<file path="src/rtl/systolic_pkg.sv">
// Shared definitions for the systolic result drain: state encoding, default
// geometry and the width helper used to size index and counter registers.
package systolic_pkg;

    typedef enum logic [1:0] {
        IDLE    = 2'd0,
        COMPUTE = 2'd1,
        STREAM  = 2'd2
    } state_t;

    localparam int DEF_WIDTH_SUM = 8;
    localparam int DEF_ROW       = 3;
    localparam int DEF_COLOUM    = 3;
    localparam int DEF_LATENCY   = 8;

    // Bits needed to hold 0..n-1, never less than one.
    function automatic int idx_width(input int n);
        return (n > 1) ? $clog2(n) : 1;
    endfunction

    localparam int N_ELEM = DEF_ROW * DEF_COLOUM;
    localparam int IDX_W  = idx_width(N_ELEM);
    localparam int CNT_W  = idx_width(DEF_LATENCY);

endpackage

</file>
<file path="src/rtl/systolic_result_drain.sv">
// Runs the systolic array for LATENCY cycles, snapshots its C results and
// overflow flag, then streams the matrix out row-major over VALID/READY.
module systolic_result_drain
    import systolic_pkg::*;
#(
    parameter int WIDTH_SUM = DEF_WIDTH_SUM,
    parameter int ROW       = DEF_ROW,
    parameter int COLOUM    = DEF_COLOUM,
    parameter int LATENCY   = DEF_LATENCY
) (
    input  logic                            CLK,
    input  logic                            RST,
    input  logic                            START,
    input  logic [ROW*COLOUM*WIDTH_SUM-1:0] C_IN,
    input  logic                            MULTI_OVER_IN,
    output logic                            ARRAY_ENABLE,
    output logic                            BUSY,
    output logic                            OUT_VALID,
    input  logic                            OUT_READY,
    output logic [WIDTH_SUM-1:0]            OUT_DATA,
    output logic [idx_width(ROW)-1:0]       OUT_ROW,
    output logic [idx_width(COLOUM)-1:0]    OUT_COL,
    output logic                            OUT_LAST,
    output logic                            OUT_OVER,
    output logic                            DONE
);

    localparam int N    = ROW * COLOUM;
    localparam int IW   = idx_width(N);
    localparam int CW   = idx_width(LATENCY);
    localparam int RW   = idx_width(ROW);
    localparam int COLW = idx_width(COLOUM);

    state_t                      state, state_next;
    logic [CW-1:0]               cnt;
    logic                        sticky;
    logic                        over;
    logic [N*WIDTH_SUM-1:0]      snap;
    logic [IW-1:0]               idx;
    logic [RW-1:0]               row;
    logic [COLW-1:0]             col;
    logic                        done;
    logic [WIDTH_SUM-1:0]        elem [N];

    logic capture;
    logic last;
    logic accept;

    assign capture = (state == COMPUTE) && (cnt == CW'(LATENCY - 1));
    assign last    = (idx == IW'(N - 1));
    assign accept  = (state == STREAM) && OUT_READY;

    for (genvar g = 0; g < N; g++) begin : g_elem
        assign elem[g] = snap[g*WIDTH_SUM +: WIDTH_SUM];
    end

    // NOTE: sequential state uses non-blocking assignments so every register
    // samples pre-edge values regardless of process ordering.
    always_ff @(posedge CLK or negedge RST) begin
        if (!RST) begin
            state <= IDLE;
        end else begin
            state <= state_next;
        end
    end

    // NOTE: next_state gets a default before the case so no path leaves it
    // unassigned, which would otherwise infer a latch.
    always_comb begin
        state_next = state;
        case (state)
            IDLE:    if (START)           state_next = COMPUTE;
            COMPUTE: if (capture)         state_next = STREAM;
            STREAM:  if (accept && last)  state_next = IDLE;
            default:                      state_next = IDLE;
        endcase
    end

    // NOTE: the snapshot is cleared by reset as well, so an aborted matrix can
    // never leak stale data onto OUT_DATA.
    always_ff @(posedge CLK or negedge RST) begin
        if (!RST) begin
            cnt    <= '0;
            sticky <= 1'b0;
            over   <= 1'b0;
            snap   <= '0;
            idx    <= '0;
            row    <= '0;
            col    <= '0;
            done   <= 1'b0;
        end else begin
            done <= 1'b0;
            case (state)
                IDLE: begin
                    if (START) begin
                        cnt    <= '0;
                        sticky <= 1'b0;
                    end
                end
                COMPUTE: begin
                    cnt    <= cnt + CW'(1);
                    sticky <= sticky | MULTI_OVER_IN;
                    if (capture) begin
                        snap <= C_IN;
                        over <= sticky | MULTI_OVER_IN;
                        idx  <= '0;
                        row  <= '0;
                        col  <= '0;
                    end
                end
                STREAM: begin
                    if (accept) begin
                        if (last) begin
                            done <= 1'b1;
                        end else begin
                            idx <= idx + IW'(1);
                            // Row/column tracked incrementally instead of dividing idx.
                            if (col == COLW'(COLOUM - 1)) begin
                                col <= '0;
                                row <= row + RW'(1);
                            end else begin
                                col <= col + COLW'(1);
                            end
                        end
                    end
                end
                default: ;
            endcase
        end
    end

    assign ARRAY_ENABLE = (state == COMPUTE);
    assign BUSY         = (state != IDLE);
    assign OUT_VALID    = (state == STREAM);
    assign OUT_LAST     = OUT_VALID && last;
    assign OUT_DATA     = OUT_VALID ? elem[idx] : '0;
    assign OUT_ROW      = OUT_VALID ? row : '0;
    assign OUT_COL      = OUT_VALID ? col : '0;
    assign OUT_OVER     = over;
    assign DONE         = done;

endmodule

</file>
<file path="config.mk">
export PLATFORM = sky130hd
export DESIGN_NAME = systolic_result_drain
export DESIGN_NICKNAME = d
export VERILOG_FILES = /design/src/rtl/systolic_pkg.sv /design/src/rtl/systolic_result_drain.sv
export SDC_FILE = /design/constraint.sdc
export NUM_CORES = 1
export LEC_CHECK = 0
export CAP_MARGIN = 0
export CORE_MARGIN = 2
export CORE_UTILIZATION = 30
export CTS_BUF_LIST = sky130_fd_sc_hd__clkbuf_4 sky130_fd_sc_hd__clkbuf_8
export DETAILED_ROUTE_END_ITERATION = 12
export MAX_ROUTING_LAYER = met4
export PLACE_DENSITY_LB_ADDON = 0.05
export RECOVER_POWER = 100
export SLEW_MARGIN = 0
export SYNTH_ARGS = -nofsm -noshare
export SYNTH_HDL_FRONTEND = slang
export SYNTH_SLANG_ARGS = --single-unit
</file>
<file path="constraint.sdc">
create_clock -name CLK -period 1.68 [get_ports CLK]
set_input_delay 0.336 -clock CLK [delete_from_list [all_inputs] [get_ports CLK]]
set_output_delay 0.336 -clock CLK [all_outputs]
set_load 0.01 [all_outputs]
</file>
* Word-level counts from Yosys, hierarchy flattened
Index checks and enable logic that the tools add are counted.
Operators by class: add/subtract/negate cells 4, $lt $le $gt $ge 1, eq/ne operators 11, mux-type cells 30, bitwise gates (word level) 2, reductions and logical operators 13
Operator list (number):
- $bmux 8 s4 | 1
- $mux 2 | 12
- $mux 8 | 3
- $mux 4 | 3
- $ne 2x1->1 const B | 4
- $pmux 2 s2 | 2
- $pmux 4 s2 | 1
- $pmux 2 s3 | 1
- $pmux 3 s2 | 1
- $reduce_bool 2->1 | 3
- $ge 5x5->1 const B | 1
- $not 4->5 | 1
- $reduce_and 5->1 | 1
- $add 2x1->2 const B | 2
- $add 4x1->4 const B | 1
- $eq 2x2->1 const B | 2
- $eq 4x4->1 const B | 1
- $logic_and 1x1->1 | 4
- $mux 1 | 4
- $ne 2x2->1 const B | 2
- $reduce_and 2->1 | 2
- $reduce_and 4->1 | 1
- $add 3x1->3 const B | 1
- $eq 3x3->1 const B | 1
- other kinds (6) | 6
Word-level totals: register bits 88, input bits 77, output and inout bits 18

* Logic depth before layout (Yosys ltp)
Gate-level depths: netlist (run 1).
word-level depth 5, depth in mapped cells 8, depth with buffers taken out 6

* Worst setup path after synthesis (run 1)
Ideal clock, no wire load.
path type register to output, start point reg idx[0], end point out OUT_DATA[0], arrival time 1.416 ns, data required time 1.344 ns, path slack -0.072 ns, stages on the path, launching flop included 6, buffers on the path 2, path through dfrtp_1 > buf_6 > buf_4 > nor4b_4 > nand2_1 > a21oi_1
Between the ends: word-level cells in the longest chain between the ends 5
Ends and longest elaborated chain:
- start, declared | RTL line systolic_result_drain.sv:39 | logic [IW-1:0] idx;
- start signal, assigned | RTL line systolic_result_drain.sv:116 | idx <= idx + IW'(1);
- $not 4->5 (not written as such) | RTL line systolic_result_drain.sv:136 | assign OUT_DATA = OUT_VALID ? elem[idx] : '0;
- $bmux 8 s4 | RTL line systolic_result_drain.sv:136
- $mux 8 (not written as such) (2 in a row) | RTL line systolic_result_drain.sv:136
- $mux 8 | RTL line systolic_result_drain.sv:136
- end, declared | RTL line systolic_result_drain.sv:20 | output logic [WIDTH_SUM-1:0] OUT_DATA,
No other way between the ends. The select of a mux whose other input is x is not followed.

* Worst setup path in the final report (run 1)
start point reg idx[0], end point out OUT_DATA[7]
Same word-level chain as after synthesis.

==> results of run 1 <==
[cell usage in the layout (no fill, tap or decap), types with 2 or more instances in the layout]
cell type / count
nand2_1: 230
clkdlybuf4s50_1: 77
a221oi_2: 7
clkbuf_8: 9
a21oi_2: 8
inv_1: 6
o21ai_2: 9
ha_1: 3
buf_2: 10
dfrtp_2: 2
mux2i_1: 17
nor2_1: 7
nand3b_1: 3
o21ai_0: 2
buf_12: 6
clkbuf_4: 3
nor3_1: 2
dfrtp_1: 86
o21ai_1: 3
a21oi_1: 5
and2_4: 3
buf_8: 5
clkbuf_2: 2
a22o_1: 3
buf_6: 20
mux4_2: 7
buf_4: 26
clkinvlp_4: 3
[stage by stage]
| step | cells | util |
|---|---|---|
| 6_report | 775 | 0.460 |
| 3_5_place_dp | 740 | 0.419 |
| 3_3_place_gp | 740 | 0.419 |
| 4_1_cts | 772 | 0.454 |
| 2_1_floorplan | 459 | - |
| 5_1_grt | 775 | 0.460 |
[critical path, cell delays in order (launching register included)]
cell and delay (ns):
dfrtp_2 0.45, buf_6 0.15, buf_12 0.13, mux2i_1 0.15, a221oi_2 0.31, o21ai_2 0.10
a21oi_2 0.16, buf_2 0.15
[registers in the layout, indices dropped and copies added, names as in the netlist]
name,flops
snap,72
idx,4
cnt,3
col,2
row,2
state,2
DONE,1
OUT_OVER,1
sticky,1
[timing repair]
item / CTS / global route
endpoints found under the setup margin: 23 / 66
pin swaps: 22 / 13
gates resized for setup: 120 / 22
gates cloned: 1 / 1
hold buffers: 1 / 0
setup buffers: 14 / 4
endpoints found under the hold margin: 23 / 0
[cell families (layout without fill, tap and decap cells)]
group                      after synthesis  count (layout)  share of synthesized area
DFF                                     88              88                      0.534
xor gates and xnor gates                 1               1                    0.00212
buffers and inverters                   37             177                     0.0434
AOI/OAI and AO/OA                       44              44                     0.0703
muxes                                   27              27                     0.0873
and+or+nand+nor                        258             258                      0.251
adders and majority gates                4               4                     0.0121
[worst paths after layout]
path                                 startpoint                    to  slack, ns  cells after the start
max                          idx[0]$_DFFE_PN0P_           OUT_DATA[7]      -0.61                      7
min                        snap[25]$_DFFE_PN0P_  snap[25]$_DFFE_PN0P_       0.48                      2
max reg2reg                  idx[0]$_DFFE_PN0P_    idx[2]$_DFFE_PN0P_      -0.23                     11
min reg2reg                snap[25]$_DFFE_PN0P_  snap[25]$_DFFE_PN0P_       0.48                      2
max in group asynchronous                   RST  snap[25]$_DFFE_PN0P_       0.20                      3
min in group asynchronous                   RST    row[0]$_DFFE_PN0P_       0.58                      2
[final cells by class]
cell class | instances | share of cell area
clock buffers | 10 | 0.0214
clock inverters | 6 | 0.00734
inverters | 8 | 0.00653
multi-input cells | 334 | 0.319
flip-flops and latches | 88 | 0.359
well taps | 176 | 0.0359
repair buffers | 153 | 0.251
[synthesized netlist by cell type, types with 2 or more instances]
cell / number / area (um^2)
o21ai_0: 8 / 40.0
a221oi_1: 7 / 61.3
nand3b_1: 3 / 22.5
mux4_2: 7 / 158
a21oi_1: 13 / 65.1
ha_1: 4 / 50.1
dfrtp_1: 88 / 2200
mux2_2: 2 / 22.5
nor3_1: 2 / 10.0
nor2b_1: 3 / 18.8
o21ai_1: 7 / 35.0
nand2_1: 231 / 867
and2_1: 4 / 25.0
a22o_1: 3 / 26.3
buf_1: 5 / 18.8
clkbuf_1: 7 / 26.3
mux2i_1: 18 / 180
nor2_1: 8 / 30.0
buf_2: 14 / 70.1
inv_1: 7 / 26.3
[layer usage]
metal	vias up	routed length, um	GRT usage
met2	78	5370	0.242
li1	1758	-	-
met4	0	171	0.0560
met1	1603	5900	0.248
met5	-	0	-
met3	12	528	0.0268
[power by group through the flow]
stage / clock network [mW] / logic, mW / registers (mW)
CTS: 1.40 / 3.62 / 3.84
finish: 1.34 / 3.69 / 3.84
floorplan: 0 / 2.13 / 3.52
detailed placement: 0 / 3.11 / 3.87
global route: 1.48 / 4.11 / 3.95
global placement: 0 / 2.99 / 3.95
==> run metrics, run 1 <==
post-route ant nets 0; design area 6140 um^2; I/O Buffers 94; Max Cap Violations 0; share of cells above drive strength 1 0.240; Total GRT Usage 0.170; peak fanout along the critical path 5; final wirelength 12000 um; 1st-iter DRT viols 160; number of flops mapped to enable cells by yosys 0; die area 14700 um^2; vias in the first global route 3433; fin. max-slew vios 0; total power 8.86 mW; Crit. End Element output port; fmax 437 MHz; outcome finished with violations; Leakage 2.87 nW; CTS root buf clkbuf_8; Post-Syn Nets 540; Most used DFF post-synth dfrtp_1; routability cong. 0.777; core area 13300 um^2; setup ws final -0.611 ns; PwrDens 1440 nW/um^2; Synth Warn # 0; Cell Int Power 5.59 mW; fill cell count 1331; DR WL/cell 15.5 um; Synth Cell Area 4130 um^2; Final Hold Viols 0; Psw 3.27 mW; syn avg cell area 8.99 um^2; Vias/cell 4.45; pre-CTS WS -0.551 ns; Final min period 2.29 ns; CTS H-tree lvls 3; hpwl dp 8660 um; DR pass1 iterations 4; area delta synth->final 48.7%; Hold Worst Slack 0.480 ns; clock buffer count from CTS 9; RSZ-0062 raised after global routing yes; drt drc 0; sequential area share after synthesis 0.534; area occupied by multi-input gates 1960 um^2; vias 3451; Rel. slew slack 0.489; first-pass GRT wire length 18500 um; Yosys reg bits 88; clock share of power 0.151; TritonCTS clock tree yes; final number of setup-violating endpoints 22; Unique masters post-synth 38; Die X 121 um; Starting Density 0.309; FP Rows 42; Max Buffers Root-to-Sink 2; num ports 95; register area 2200 um^2; largest net degree at the start of global routing 47; Die Height 121 um; worst-skew pair later-pin latency 0.36 ns; n_diodes 0; failing checks setup timing; Worst Tran Pin Value 0.767 ns; Req. time, crit path 1.34 ns; Final period util 1.36; Setup crit start kind register; # nets final 675; Logic pwr share 0.416; Seq pwr share 0.433; Placement Cell Area 5590 um^2; ys async rst share 1.00; Worst Hold Class register to register; Max IR drop VDD 434 uV; Max Clock Skew 0.00791 ns; CP Class register to output port; total congestion overflow 0; clk sinks 88; switching share of power 0.369; Crit path arrival time 1.95 ns; clock-pin slew on the worst setup and hold paths 0.09 ns; TNS Setup -6.40 ns; initial antenna violation count 0; Synth Instances 459
(Power assumes the default switching activity.)
==> inputs of run 2 (changes only) <==
--- a/config.mk
+++ b/config.mk
@@ -12,7 +12,7 @@
 export DETAILED_ROUTE_END_ITERATION = 12
 export MAX_ROUTING_LAYER = met4
 export PLACE_DENSITY_LB_ADDON = 0.05
-export RECOVER_POWER = 100
+export RECOVER_POWER = 50
 export SLEW_MARGIN = 0
 export SYNTH_ARGS = -nofsm -noshare
 export SYNTH_HDL_FRONTEND = slang
==> constraint.sdc (replaced) <==
create_clock -name CLK -period 2.35 [get_ports CLK]
set_input_delay 0.47 -clock CLK [delete_from_list [all_inputs] [get_ports CLK]]
set_output_delay 0.47 -clock CLK [all_outputs]
set_load 0.1 [all_outputs]
==> run metrics, run 2 (synthesized netlist as in run 1, its figures left out) <==
FP Rows 42 (unchanged); Placement Cell Area 5520 um^2 (was 5590 um^2); critical-path cell list buf_12 > mux4_2 > o21ai_4 > a21oi_4 > buf_12 (was buf_6 > buf_12 > mux2i_1 > a221oi_2 > o21ai_2 > a21oi_2 > buf_2); fmax 412 MHz; CTS H-tree lvls 3 (unchanged); hpwl dp 8470 um (was 8660 um); setup ws final -0.0777 ns (was -0.611 ns); RSZ-0062 raised after global routing yes (unchanged); core area 13300 um^2 (unchanged); Worst Hold Class input pin to asynchronous set/reset pin (was register to register); # nets final 635 (was 675); CTS root buf clkbuf_8 (unchanged); Leakage 2.65 nW (was 2.87 nW); final number of setup-violating endpoints 7 (was 22); TritonCTS clock tree yes (unchanged); register area 2210 um^2 (was 2200 um^2); most frequent cells in the layout 230 x nand2_1, 85 x dfrtp_1, 75 x clkdlybuf4s50_1, 17 x mux2i_1 (was 230 x nand2_1, 86 x dfrtp_1, 77 x clkdlybuf4s50_1, 26 x buf_4, 20 x buf_6); Cells after DPL 715 (was 740); Crit. End Element output port (unchanged); Req. time, crit path 1.88 ns (was 1.34 ns); die area 14700 um^2 (unchanged); share of cells above drive strength 1 0.184 (was 0.240); vias in the first global route 3491 (was 3433); Post-CTS Hold Fix Bufs 0 (was 1); peak fanout along the critical path 18 (was 5); failing checks setup timing (unchanged); Starting Density 0.309 (unchanged); drt drc 0 (unchanged); Vias/cell 4.58 (was 4.45); CP most frequent cell buf_12; area delta synth->final 42.3% (was 48.7%); largest net degree at the start of global routing 51 (was 47); outcome finished with violations (unchanged); final wirelength 11400 um (was 12000 um); Top reg by flops snap (unchanged); CP max stage delay 0.56 ns (was 0.45 ns); clk sinks 88 (unchanged); Rel. slew slack 0.231 (was 0.489); DR pass1 iterations 4 (unchanged); Die Height 121 um (unchanged); initial antenna violation count 0 (unchanged); first-pass GRT wire length 18700 um (was 18500 um); r2r startpoint idx[0]$_DFFE_PN0P_ (unchanged); Post-Layout Cell Count 735 (was 775); Final period util 1.03; vias 3367 (was 3451); Worst Reg2Reg Path Length in Cells 7 (was 11); DR WL/cell 15.6 um (was 15.5 um); Max Clock Skew 0.00993 ns (was 0.00791 ns); Max Cap Violations 0 (unchanged); worst-skew pair later-pin latency 0.36 ns (about the same); Total GRT Usage 0.171 (was 0.170); num ports 95 (unchanged); TNS Setup -0.307 ns (was -6.40 ns); clock-pin slew on the worst setup and hold paths 0.09 ns (about the same); Max Buffers Root-to-Sink 2 (unchanged); max reg flops 72 (unchanged); n_diodes 0 (unchanged); fin. max-slew vios 0 (unchanged); CP Class register to output port (unchanged); fill cell count 1322 (was 1331); total congestion overflow 0 (unchanged); Worst Tran Pin Value 1.15 ns (was 0.767 ns); PwrDens 1090 nW/um^2 (was 1440 nW/um^2); commonest non-fill, non-tap cell in the layout nand2_1 (unchanged); Worst Path Buf+Inv 2 (was 3); Final Hold Viols 0 (unchanged); clock buffer count from CTS 9 (unchanged); I/O Buffers 94 (unchanged); slowest CP cell mux4_2 (was dfrtp_2); FF-to-FF End idx[2]$_DFFE_PN0P_ (unchanged); Final min period 2.43 ns; post-route ant nets 0 (unchanged); biggest regs snap: 72 flops, idx: 4 flops, cnt: 3 flops (unchanged); total power 6.40 mW (was 8.86 mW); area occupied by multi-input gates 1960 um^2 (about the same); reg2reg setup slack 0.51 ns (was -0.23 ns); routability cong. 0.875 (was 0.777); design area 5870 um^2 (was 6140 um^2); critical path's top delay family multiplexers (was compound AO/OA/AOI/OAI gates); Setup crit start kind register (unchanged); Crit path arrival time 1.96 ns (was 1.95 ns); 1st-iter DRT viols 232 (was 160); Die X 121 um (unchanged); Max IR drop VDD 401 uV (was 434 uV)
[run 2: where the power goes]
group / leakage (nW) / total [mW] / switching, mW / internal, mW
combinational: 1.47 / 2.46 / 1.40 / 1.06
clock: 0.111 / 1.18 / 0.563 / 0.617
sequential: 1.07 / 2.76 / 0.535 / 2.23
[run 2: layout make-up]
type / instances / share of cell area
Timing Repair Buffer: 113 / 0.210
Tap cell: 176 / 0.0375
Clock inverter: 6 / 0.0153
Clock buffer: 10 / 0.0224
Multi-Input combinational cell: 334 / 0.334
Inverter: 8 / 0.00511
Sequential cell: 88 / 0.376
[run 2: per-stage QoR]
stage	hold slack [ns]	util	worst slack [ns]
after floorplan	0.174	-	-0.0152
after global placement	0.454	0.413	0.197
after detailed placement	0.462	0.413	0.156
after CTS	0.125	0.441	-0.102
after global routing	0.423	0.440	-0.167
final	0.326	0.440	-0.0777
[run 2: what timing repair did]
item / CTS / global route
pin swaps: 10 / 9
resized for setup: 26 / 3
setup buffers: 4 / 0
endpoints found under the setup margin: 8 / 8
[run 2: how the worst max path moves through the flow]
stage                             from           to  slack (ns)  cells past startpoint
finish              idx[0]$_DFFE_PN0P_  OUT_DATA[3]       -0.08                      5
detailed placement  idx[0]$_DFFE_PN0P_  OUT_DATA[4]        0.16                      6
global route        idx[0]$_DFFE_PN0P_  OUT_DATA[0]       -0.17                      6
floorplan           idx[2]$_DFFE_PN0P_  OUT_DATA[6]       -0.02                      5
global placement    idx[0]$_DFFE_PN0P_  OUT_DATA[1]        0.20                      6
CTS                 idx[0]$_DFFE_PN0P_  OUT_DATA[3]       -0.10                      5
[run 2: metal layers]
layer	global-route usage	routed length [um]	vias to the layer above
li1	-	-	1673
met1	0.249	5680	1589
met2	0.237	4910	94
met3	0.0367	667	11
met4	0.0503	169	0
met5	-	0	-
==> inputs of run 3 (changes only) <==
--- a/config.mk
+++ b/config.mk
@@ -11,7 +11,7 @@
 export CTS_BUF_LIST = sky130_fd_sc_hd__clkbuf_4 sky130_fd_sc_hd__clkbuf_8
 export DETAILED_ROUTE_END_ITERATION = 12
 export MAX_ROUTING_LAYER = met4
-export PLACE_DENSITY_LB_ADDON = 0.05
+export PLACE_DENSITY_LB_ADDON = 0.12
 export RECOVER_POWER = 50
 export SLEW_MARGIN = 0
 export SYNTH_ARGS = -nofsm -noshare
==> constraint.sdc (replaced) <==
create_clock -name CLK -period 2.35 [get_ports CLK]
set_input_delay 0.235 -clock CLK [delete_from_list [all_inputs] [get_ports CLK]]
set_output_delay 0.235 -clock CLK [all_outputs]
set_load 0.1 [all_outputs]
==> run metrics, run 3 (synthesized netlist as in run 1, its figures left out) <==
n_diodes 0 (unchanged); clk sinks 88 (unchanged); num ports 95 (unchanged); total power 6.02 mW (was 6.40 mW); Leakage 2.58 nW (was 2.65 nW); Final Core Density 0.427 (was 0.440); Total GRT Usage 0.167 (was 0.171); TritonCTS clock tree yes (unchanged); share of cells above drive strength 1 0.145 (was 0.184); fill cell count 1339 (was 1322); hpwl dp 7990 um (was 8470 um); CP most frequent cell buf_12 (unchanged); slowest CP cell dfrtp_1 (was mux4_2); Setup crit start kind register (unchanged); Top reg by flops snap (unchanged); critical path's top delay family compound AO/OA/AOI/OAI gates (was multiplexers); die area 14700 um^2 (unchanged); Post-Layout Cell Count 726 (was 735); Die Height 121 um (unchanged); Rel. slew slack 0.218 (was 0.231); first-pass GRT wire length 18200 um (was 18700 um); Final min period 2.27 ns (was 2.43 ns); fin. max-slew vios 0 (unchanged); RSZ-0062 raised after global routing yes (unchanged); Req. time, crit path 2.12 ns (was 1.88 ns); Vias/cell 4.56 (was 4.58); Worst Tran Pin Value 1.17 ns (was 1.15 ns); Crit. End Element output port (unchanged); peak fanout along the critical path 29 (was 18); routability cong. 0.878 (was 0.875); Placement Cell Area 5460 um^2 (was 5520 um^2); final number of setup-violating endpoints 0 (was 7); CP max stage delay 0.40 ns (was 0.56 ns); Max Clock Skew 0.00967 ns (was 0.00993 ns); DR WL/cell 15.0 um (was 15.6 um); CTS root buf clkbuf_8 (unchanged); Max Buffers Root-to-Sink 2 (unchanged); I/O Buffers 94 (unchanged); clock buffer count from CTS 9 (unchanged); initial antenna violation count 0 (unchanged); FP Rows 42 (unchanged); DR pass1 iterations 4 (unchanged); clock-pin slew on the worst setup and hold paths 0.08 ns (was 0.09 ns); CTS H-tree lvls 3 (unchanged); core area 13300 um^2 (unchanged); fmax 441 MHz (was 412 MHz); Final period util 0.965 (was 1.03); CP Class register to output port (unchanged); drt drc 0 (unchanged); Max Cap Violations 0 (unchanged); Worst Hold Class input pin to register (was input pin to asynchronous set/reset pin); total congestion overflow 0 (unchanged); 1st-iter DRT viols 242 (was 232); # nets final 629 (was 635); commonest non-fill, non-tap cell in the layout nand2_1 (unchanged); Max IR drop VDD 281 uV (was 401 uV); biggest regs snap: 72 flops, idx: 4 flops, cnt: 3 flops (unchanged); Die X 121 um (unchanged); post-route ant nets 0 (unchanged); Worst Path Buf+Inv 2 (unchanged); Cells after DPL 710 (was 715); Crit path arrival time 2.03 ns (was 1.96 ns); critical-path cell list buf_12 > mux2i_1 > a221oi_1 > o21ai_2 > a21oi_4 > buf_12 (was buf_12 > mux4_2 > o21ai_4 > a21oi_4 > buf_12); worst-skew pair later-pin latency 0.37 ns (was 0.36 ns); area delta synth->final 38.0% (was 42.3%); vias in the first global route 3533 (was 3491); largest net degree at the start of global routing 47 (was 51); vias 3312 (was 3367); PwrDens 1060 nW/um^2 (was 1090 nW/um^2); final wirelength 10900 um (was 11400 um); most frequent cells in the layout 231 x nand2_1, 87 x dfrtp_1, 75 x clkdlybuf4s50_1, 18 x mux2i_1, 16 x buf_12 (was 230 x nand2_1, 85 x dfrtp_1, 75 x clkdlybuf4s50_1, 17 x mux2i_1); outcome completed (was finished with violations); Final Hold Viols 0 (unchanged); Starting Density 0.309 (unchanged); max reg flops 72 (unchanged); design area 5700 um^2 (was 5870 um^2)
-- run 3: cell count changes in the layout (fill, tap and decap cells not counted), sizes merged --
cell	before	now
dlygate4sd3	0	1
clkinv	1	3
clkinvlp	1	0
bufinv	2	1
buf	34	27
inv	10	8
clkbuf	14	13
-- run 3: repair_timing --
action,4_1_cts,5_1_grt
setup endpoints to repair,8,7
gates resized for setup,7,7
hold buffers,1,0
buffers inserted,2,0
endpoints found under the hold margin,42,0
pin swaps,1,0
-- run 3: cell type report --
| cell class | instances | area [um^2] | share of cell area |
|---|---|---|---|
| Clock buffer | 9 | 124 | 0.0217 |
| Inverter | 8 | 30.0 | 0.00527 |
| Timing Repair Buffer | 107 | 1180 | 0.207 |
| Clock inverter | 4 | 48.8 | 0.00857 |
| Tap cell | 176 | 220 | 0.0387 |
| Multi-Input combinational cell | 334 | 1890 | 0.332 |
| Sequential cell | 88 | 2200 | 0.387 |
-- run 3: metal layers --
layer	track usage	routed length (um)	up-vias
met4	0.0668	215	0
li1	-	-	1656
met2	0.239	4900	84
met1	0.231	5220	1557
met3	0.0357	579	15
met5	-	0	-
-- run 3: per-stage QoR --
stage / setup WS (ns) / setup TNS, ns / hold slack, ns
6_report: 0.0823 / 0 / 0.392
5_1_grt: -0.0256 / -0.0256 / 0.386
4_1_cts: -0.00500 / -0.00500 / 0.374
3_5_place_dp: 0.327 / 0 / 0.288
3_3_place_gp: 0.358 / 0 / 0.284
2_1_floorplan: 0.0187 / 0 / -0.0606
-- run 3: power by group --
part | internal, mW | switching, mW | total [mW]
clock network | 0.472 | 0.518 | 0.990
logic | 0.965 | 1.39 | 2.35
registers | 2.23 | 0.456 | 2.68
-- run 3: final timing paths --
kind                            slack (ns)  cells after the start              endpoint            startpoint
worst min-delay path                  0.39                      3  snap[43]$_DFFE_PN0P_              C_IN[43]
min in group asynchronous             0.63                      2   snap[4]$_DFFE_PN0P_                   RST
max in group asynchronous             0.49                      3  snap[26]$_DFFE_PN0P_                   RST
worst min register to register        0.48                      2  OUT_OVER$_DFFE_PN0P_  OUT_OVER$_DFFE_PN0P_
worst max register to register        0.46                      7    idx[2]$_DFFE_PN0P_    idx[1]$_DFFE_PN0P_
worst max-delay path                  0.08                      6           OUT_DATA[3]    idx[0]$_DFFE_PN0P_
-- run 3: worst min-delay path: cells and delay by family --
family | cells | cell delay (ns)
AND/OR/NAND/NOR | 2 | 0.10
buffers and inverters | 1 | 0.39
